$ cat config.mk
export PLATFORM = sky130hd
export DESIGN_NAME = prism_cfg_write_seq
export DESIGN_NICKNAME = d
export VERILOG_FILES = /design/src/rtl/prism_cfg_pkg.sv /design/src/rtl/prism_cfg_write_seq.sv
export SDC_FILE = /design/constraint.sdc
export NUM_CORES = 1
export LEC_CHECK = 0
export BUFFER_PORTS_ARGS = -buffer_cell sky130_fd_sc_hd__buf_2
export CORE_MARGIN = 4
export CORE_UTILIZATION = 50
export CTS_CLUSTER_SIZE = 12
export DETAILED_ROUTE_END_ITERATION = 6
export PLACE_DENSITY = 0.95
export SETUP_SLACK_MARGIN = 0.15
export SLEW_MARGIN = 15
export SYNTH_ARGS = -nofsm -noshare
export SYNTH_HDL_FRONTEND = slang
export SYNTH_SLANG_ARGS = --single-unit
$ cat constraint.sdc
create_clock -name clk -period 3 [get_ports clk]
set_clock_uncertainty 0.2 [all_clocks]
set_input_delay 0.6 -clock clk [delete_from_list [all_inputs] [get_ports clk]]
set_output_delay 0.6 -clock clk [all_outputs]
set_load 0.02 [all_outputs]
$ cat src/rtl/prism_cfg_pkg.sv
// Purpose: shared address map, state encoding and status bit layout for the PRISM config write sequencer.
// Latency: n/a (constants and helpers only).
// Backpressure: n/a.
package prism_cfg_pkg;

    // CPU-visible register map (6-bit peripheral address space)
    localparam logic [5:0] CFG_LSB_ADDR  = 6'h10;  // write starts a full latch load window
    localparam logic [5:0] CFG_MSB_ADDR  = 6'h14;  // write performs a single latch strobe
    localparam logic [5:0] CFG_CTRL_ADDR = 6'h18;  // status read / overrun clear

    // Bit positions inside the status readback word
    localparam int STAT_BUSY = 0;
    localparam int STAT_OVR  = 1;

    typedef enum logic [2:0] {
        IDLE,
        SETUP,
        STROBE,
        HOLD,
        LOADING
    } state_t;

    // True for the two addresses that launch a sequence
    function automatic logic is_cfg_addr(input logic [5:0] addr);
        return (addr == CFG_LSB_ADDR) || (addr == CFG_MSB_ADDR);
    endfunction

endpackage

$ cat src/rtl/prism_cfg_write_seq.sv
// Purpose: captures CPU config writes and sequences debug_wr / latch_wr toward the config latch loader.
// Latency: outputs are registered; address/data appear 1 cycle after the accepted write, strobes from 2 cycles.
// Backpressure: bus_ready is low for the whole sequence; config writes arriving then are dropped and flag overrun.
//
// Ports:
//   clk, rst              clock, asynchronous active-high reset
//   bus_addr/wdata/wr     CPU write port (bus_wr is a one-cycle strobe)
//   bus_ready             high when a config write would be accepted
//   bus_rdata             combinational status read at CFG_CTRL_ADDR: {.., overrun, busy}
//   address, data_out     held address/data presented to the loader
//   debug_wr              one-cycle load pulse that starts the loader's shift window
//   latch_wr              latch write strobe
//   busy                  sequence in progress
//   load_done             one-cycle pulse on the last strobe of a load window
module prism_cfg_write_seq
    import prism_cfg_pkg::*;
#(
    parameter int DEPTH = 8,
    parameter int WIDTH = 64
) (
    input  logic        clk,
    input  logic        rst,
    input  logic [5:0]  bus_addr,
    input  logic [31:0] bus_wdata,
    input  logic        bus_wr,
    output logic        bus_ready,
    output logic [31:0] bus_rdata,
    output logic [5:0]  address,
    output logic [31:0] data_out,
    output logic        debug_wr,
    output logic        latch_wr,
    output logic        busy,
    output logic        load_done
);

    // Counter must hold 0..2*DEPTH without wrapping
    localparam int                CNT_W     = $clog2(2 * DEPTH + 1);
    localparam logic [CNT_W-1:0]  CNT_END   = CNT_W'(2 * DEPTH);
    localparam logic [CNT_W-1:0]  CNT_LASTS = CNT_W'(2 * DEPTH - 1);

    // Only the low WIDTH-32 bits of an MSB word reach a latch; the rest is zeroed
    // so stale upper bits never sit on the loader's data bus.
    localparam logic [31:0] MSB_MASK = (WIDTH >= 64) ? 32'hFFFF_FFFF
                                                      : 32'((64'd1 << (WIDTH - 32)) - 64'd1);

    state_t             state_q,     state_d;
    logic [CNT_W-1:0]   cnt_q,       cnt_d;
    logic [5:0]         address_q,   address_d;
    logic [31:0]        data_out_q,  data_out_d;
    logic               debug_wr_q,  debug_wr_d;
    logic               latch_wr_q,  latch_wr_d;
    logic               busy_q,      busy_d;
    logic               load_done_q, load_done_d;
    logic               overrun_q,   overrun_d;

    logic               cfg_hit;
    logic               ctrl_clr;

    assign cfg_hit  = bus_wr && is_cfg_addr(bus_addr);
    assign ctrl_clr = bus_wr && (bus_addr == CFG_CTRL_ADDR) && bus_wdata[0];

    // Next-state and next-output logic. Outputs are computed for the state being
    // entered so every output toggles on the same edge as the state it belongs to.
    always_comb begin
        state_d     = state_q;
        cnt_d       = cnt_q;
        address_d   = address_q;
        data_out_d  = data_out_q;
        debug_wr_d  = 1'b0;
        latch_wr_d  = 1'b0;
        busy_d      = busy_q;
        load_done_d = 1'b0;
        overrun_d   = overrun_q;

        case (state_q)
            IDLE: begin
                address_d = '0;
                busy_d    = 1'b0;
                if (cfg_hit) begin
                    state_d    = SETUP;
                    address_d  = bus_addr;
                    data_out_d = (bus_addr == CFG_MSB_ADDR) ? (bus_wdata & MSB_MASK) : bus_wdata;
                    busy_d     = 1'b1;
                end
            end

            // Address/data have had one full cycle to settle before any strobe.
            SETUP: begin
                state_d = STROBE;
                if (address_q == CFG_MSB_ADDR) begin
                    latch_wr_d = 1'b1;
                end else begin
                    debug_wr_d = 1'b1;
                end
            end

            STROBE: begin
                if (address_q == CFG_MSB_ADDR) begin
                    state_d = HOLD;
                end else begin
                    state_d = LOADING;
                    cnt_d   = '0;
                end
            end

            // Keeps data stable for one cycle after the strobe falls.
            HOLD: begin
                state_d   = IDLE;
                busy_d    = 1'b0;
                address_d = '0;
            end

            // The loader raises latch_en every second cycle after debug_wr; the
            // odd counter values line up with those cycles. The final strobe
            // doubles as load_done, and reaching 2*DEPTH retires the window.
            LOADING: begin
                cnt_d = cnt_q + CNT_W'(1);
                if (cnt_d[0] && (cnt_d <= CNT_LASTS)) begin
                    latch_wr_d = 1'b1;
                end
                if (cnt_d == CNT_LASTS) begin
                    load_done_d = 1'b1;
                end
                if (cnt_d == CNT_END) begin
                    state_d   = IDLE;
                    busy_d    = 1'b0;
                    address_d = '0;
                end
            end

            default: begin
                state_d   = IDLE;
                busy_d    = 1'b0;
                address_d = '0;
            end
        endcase

        // Clear has priority so software can always recover the flag.
        if (ctrl_clr) begin
            overrun_d = 1'b0;
        end else if (cfg_hit && (state_q != IDLE)) begin
            overrun_d = 1'b1;
        end
    end

    always_ff @(posedge clk or posedge rst) begin
        if (rst) begin
            state_q     <= IDLE;
            cnt_q       <= '0;
            address_q   <= '0;
            data_out_q  <= '0;
            debug_wr_q  <= 1'b0;
            latch_wr_q  <= 1'b0;
            busy_q      <= 1'b0;
            load_done_q <= 1'b0;
            overrun_q   <= 1'b0;
        end else begin
            state_q     <= state_d;
            cnt_q       <= cnt_d;
            address_q   <= address_d;
            data_out_q  <= data_out_d;
            debug_wr_q  <= debug_wr_d;
            latch_wr_q  <= latch_wr_d;
            busy_q      <= busy_d;
            load_done_q <= load_done_d;
            overrun_q   <= overrun_d;
        end
    end

    // Status readback is combinational on the address
    always_comb begin
        bus_rdata = '0;
        if (bus_addr == CFG_CTRL_ADDR) begin
            bus_rdata[STAT_BUSY] = busy_q;
            bus_rdata[STAT_OVR]  = overrun_q;
        end
    end

    assign bus_ready = !busy_q;
    assign address   = address_q;
    assign data_out  = data_out_q;
    assign debug_wr  = debug_wr_q;
    assign latch_wr  = latch_wr_q;
    assign busy      = busy_q;
    assign load_done = load_done_q;

endmodule

==> flow_metrics.tcl <==
set metrics [dict create \
    status "finished clean" \
    crit_required_ps 2200 \
    drtAntennaViolNets 0 \
    p_int_w 0.00122 \
    nets 332 \
    period_minus_slack_ps 2690 \
    clk_latency_ps 300 \
    gp_congestion 0.827 \
    timing.hold.ws_ps 109 \
    clockBufferDepth 2 \
    rsz0062_at_grt "no" \
    grt_overflow 0 \
    drtIter0Drc 57 \
    port_buffers 85 \
    p_sw_w 0.000652 \
    worst_pin_slew_ps 614 \
    vias 1684 \
    cts_resized 0 \
    clk_pin_slew_ps 90 \
    p_comb_share_pct 31.5 \
    initial_core_util_pct 52.6 \
    die_h_um 79.0 \
    setup_viol 0 \
    drc 0 \
    vias_per_cell 4.74 \
    dpl.hpwl_um 3810 \
    die_area_sq_um 6240 \
    dp_slack_ps 310 \
    total_power_w 0.00188 \
    cts_setup_buffers 0 \
    synth_area_leaders "dfrtp_1 51%, mux2_4 16%, buf_4 8.9%" \
    cp_common_cell "buf_2" \
    drive_above_1_share_pct 45.5 \
    synth_xor_area_share_pct 1.04 \
    grt_pass1_vias 1687 \
    critical_path.startpoint_type "input pin" \
    grt_max_degree 36 \
    yosys_warnings 0 \
    yosys.area.top_type "dfrtp_1" \
    antenna_found_initial 1 \
    max_freq_mhz 371 \
    yosysTopAreaCellShare_pct 50.7 \
    slowest_stage "or4b_4" \
    num_antenna_cells 0 \
    cap_violations 0 \
    syn_area_per_cell_sq_um 12.5 \
    cts_made_buffers 5 \
    synth_top_family_by_area "multiplexers" \
    top_layer "met5" \
    htreeDepth 2 \
    wire_per_inst_um 13.9 \
    swShare_pct 34.7 \
    setup_tns_ps 0 \
    hold_viol_final 0 \
    grt_pass1_wl_um 8220 \
    met2WireLength_um 2510 \
    ys_seq_elements 51 \
    wl_met1_um 1960 \
    slowest_delay_ps 550 \
    final_util_pct 61.9 \
    cp.arrival_ps 1890 \
    yosys-mux-area-fraction_pct 18.7 \
    core_area_sq_um 4790 \
    die_x_um 79.0 \
    track_usage_pct 16.6 \
    setup_slack_ps 308 \
    ios 116 \
    cp-end-kind "output port" \
    max_slew_margin_pct 59.1 \
    critical-path-top-delay-family "simple AND/OR/NAND/NOR gates" \
    routed_wirelength_um 4950 \
    postSynthCellCount 202 \
    rows 25 \
    ctsHoldBuffers 0 \
    hold_class "input pin to asynchronous set/reset pin" \
    routed-wl-met3_um 410 \
    worstPathCellList "buf_2 > or4b_4 > nor3b_1 > buf_4 > and2_1 > buf_2" \
    ir_drop_mv 0.285 \
    syn2layout_area_growth_pct 17.5 \
    post-route-period-util_pct 89.7 \
    syn-cell-area_sq_um 2520 \
    drv_slew 0 \
    yosysSeqAreaShare_pct 50.7 \
    clkPwrFrac_pct 20.2 \
    p_seq_share_pct 48.4 \
    clock_sinks 51 \
    firstDrtPassIters 4 \
    critPathKind "input pin to output port" \
    synth-simple-area-share_pct 9.89 \
    yosysUniqueCellTypes 42 \
    synth-adder-area-share_pct 1.49 \
    cp_num_buf_inv 3 \
    cts_root_buffer "clkbuf_8" \
    p_per_area_nw_per_um2 634 \
    cts_tree "yes" \
    critical_path.max_fanout 3 \
    p_leak_nw 1.67 \
    synth_compound_area_share_pct 5.96 \
]
## per-stage QoR
stage | instance area (sq um) | cells
2_1_floorplan | 2630 | 231
3_3_place_gp | 2880 | 348
3_5_place_dp | 2880 | 348
4_1_cts | 2960 | 355
5_1_grt | 2960 | 355
6_report | 2960 | 355
## sequential cells by signal (all words and copies together), names as in the netlist
signal	count
busy	1
latch_wr	1
overrun_q	1
debug_wr	1
data_out	32
state_q	3
address	6
cnt_q	5
load_done	1
## synth_stat cells, drive strengths merged
| cell | instances |
|---|---|
| nand3b | 2 |
| conb | 1 |
| xnor2 | 3 |
| or3 | 2 |
| inv | 8 |
| nand2b | 2 |
| or3b | 1 |
| o22ai | 3 |
| nor2 | 8 |
| o21a | 1 |
| o41ai | 1 |
| nor3b | 2 |
| or4b | 1 |
| a2111oi | 1 |
| a21oi | 5 |
| dfrtp | 51 |
| nor4 | 1 |
| a31oi | 2 |
| mux2i | 1 |
| a21boi | 1 |
| mux2 | 32 |
| and3b | 1 |
| o31ai | 1 |
| o2111a | 1 |
| ha | 3 |
| nand2 | 12 |
| o21ai | 5 |
| a211oi | 1 |
| nand4 | 1 |
| nor3 | 3 |
| clkbuf | 4 |
| buf | 33 |
| a311o | 1 |
| and3 | 1 |
| and2 | 3 |
| nand3 | 2 |
| nor2b | 1 |
## layout make-up
cell class	count	area [sq um]
fillers	398	1830
flip-flops and latches	51	1280
multi-input cells	135	1050
repair buffers	87	440
well taps	67	83.8
clock buffers	5	68.8
inverters	8	30.0
clock inverters	2	13.8
## logic make-up after synthesis
| kind of cell | count (synthesis) |
|---|---|
| other cells | 1 |
| buf+inv | 45 |
| xor+xnor | 3 |
| flops | 51 |
| fa+ha+maj | 3 |
| mux | 33 |
| simple gates | 43 |
| compound gates | 23 |
## layer usage
| layer | GRT usage [%] | vias to the layer above |
|---|---|---|
| met5 | 0 | - |
| met4 | 4.64 | 2 |
| met3 | 4.20 | 8 |
| met2 | 28.3 | 72 |
| met1 | 21.0 | 805 |
| li1 | - | 797 |
## final timing paths
kind	from	end	slack [ps]	cells past startpoint
worst min-delay path	rst	data_out[19]	110	2
worst max-delay path	bus_addr[5]	bus_rdata[1]	310	6
worst min register to register	data_out[1]	data_out[1]	310	1
worst max register to register	cnt_q[1]	address[4]	860	5
min in group clk	data_out[1]	data_out[1]	310	1
max in group asynchronous	rst	data_out[8]	1760	3
## power by group through the flow
stage	logic, W	clock network, W	registers, W
global route	0.000648	0.000421	0.000931
detailed placement	0.000597	0	0.000919
floorplan	0.000348	0	0.00101
CTS	0.000599	0.000388	0.000909
global placement	0.000575	0	0.000912
finish	0.000590	0.000378	0.000908
## layout by cell type (no fill, tap or decap), drive strengths merged, types with 3 or more instances in the layout
| cell type | netlist | layout |
|---|---|---|
| xnor2 | 3 | 3 |
| a21oi | 5 | 5 |
| ha | 3 | 3 |
| o21ai | 5 | 5 |
| mux2 | 32 | 32 |
| nand2 | 12 | 12 |
| conb | 1 | 30 |
| nor2 | 8 | 8 |
| dfrtp | 51 | 51 |
| and2 | 3 | 3 |
| clkbuf | 4 | 5 |
| nor3 | 3 | 3 |
| o22ai | 3 | 3 |
| inv | 8 | 8 |
| buf | 33 | 87 |
Note: power is estimated with default switching activity, not from simulation.
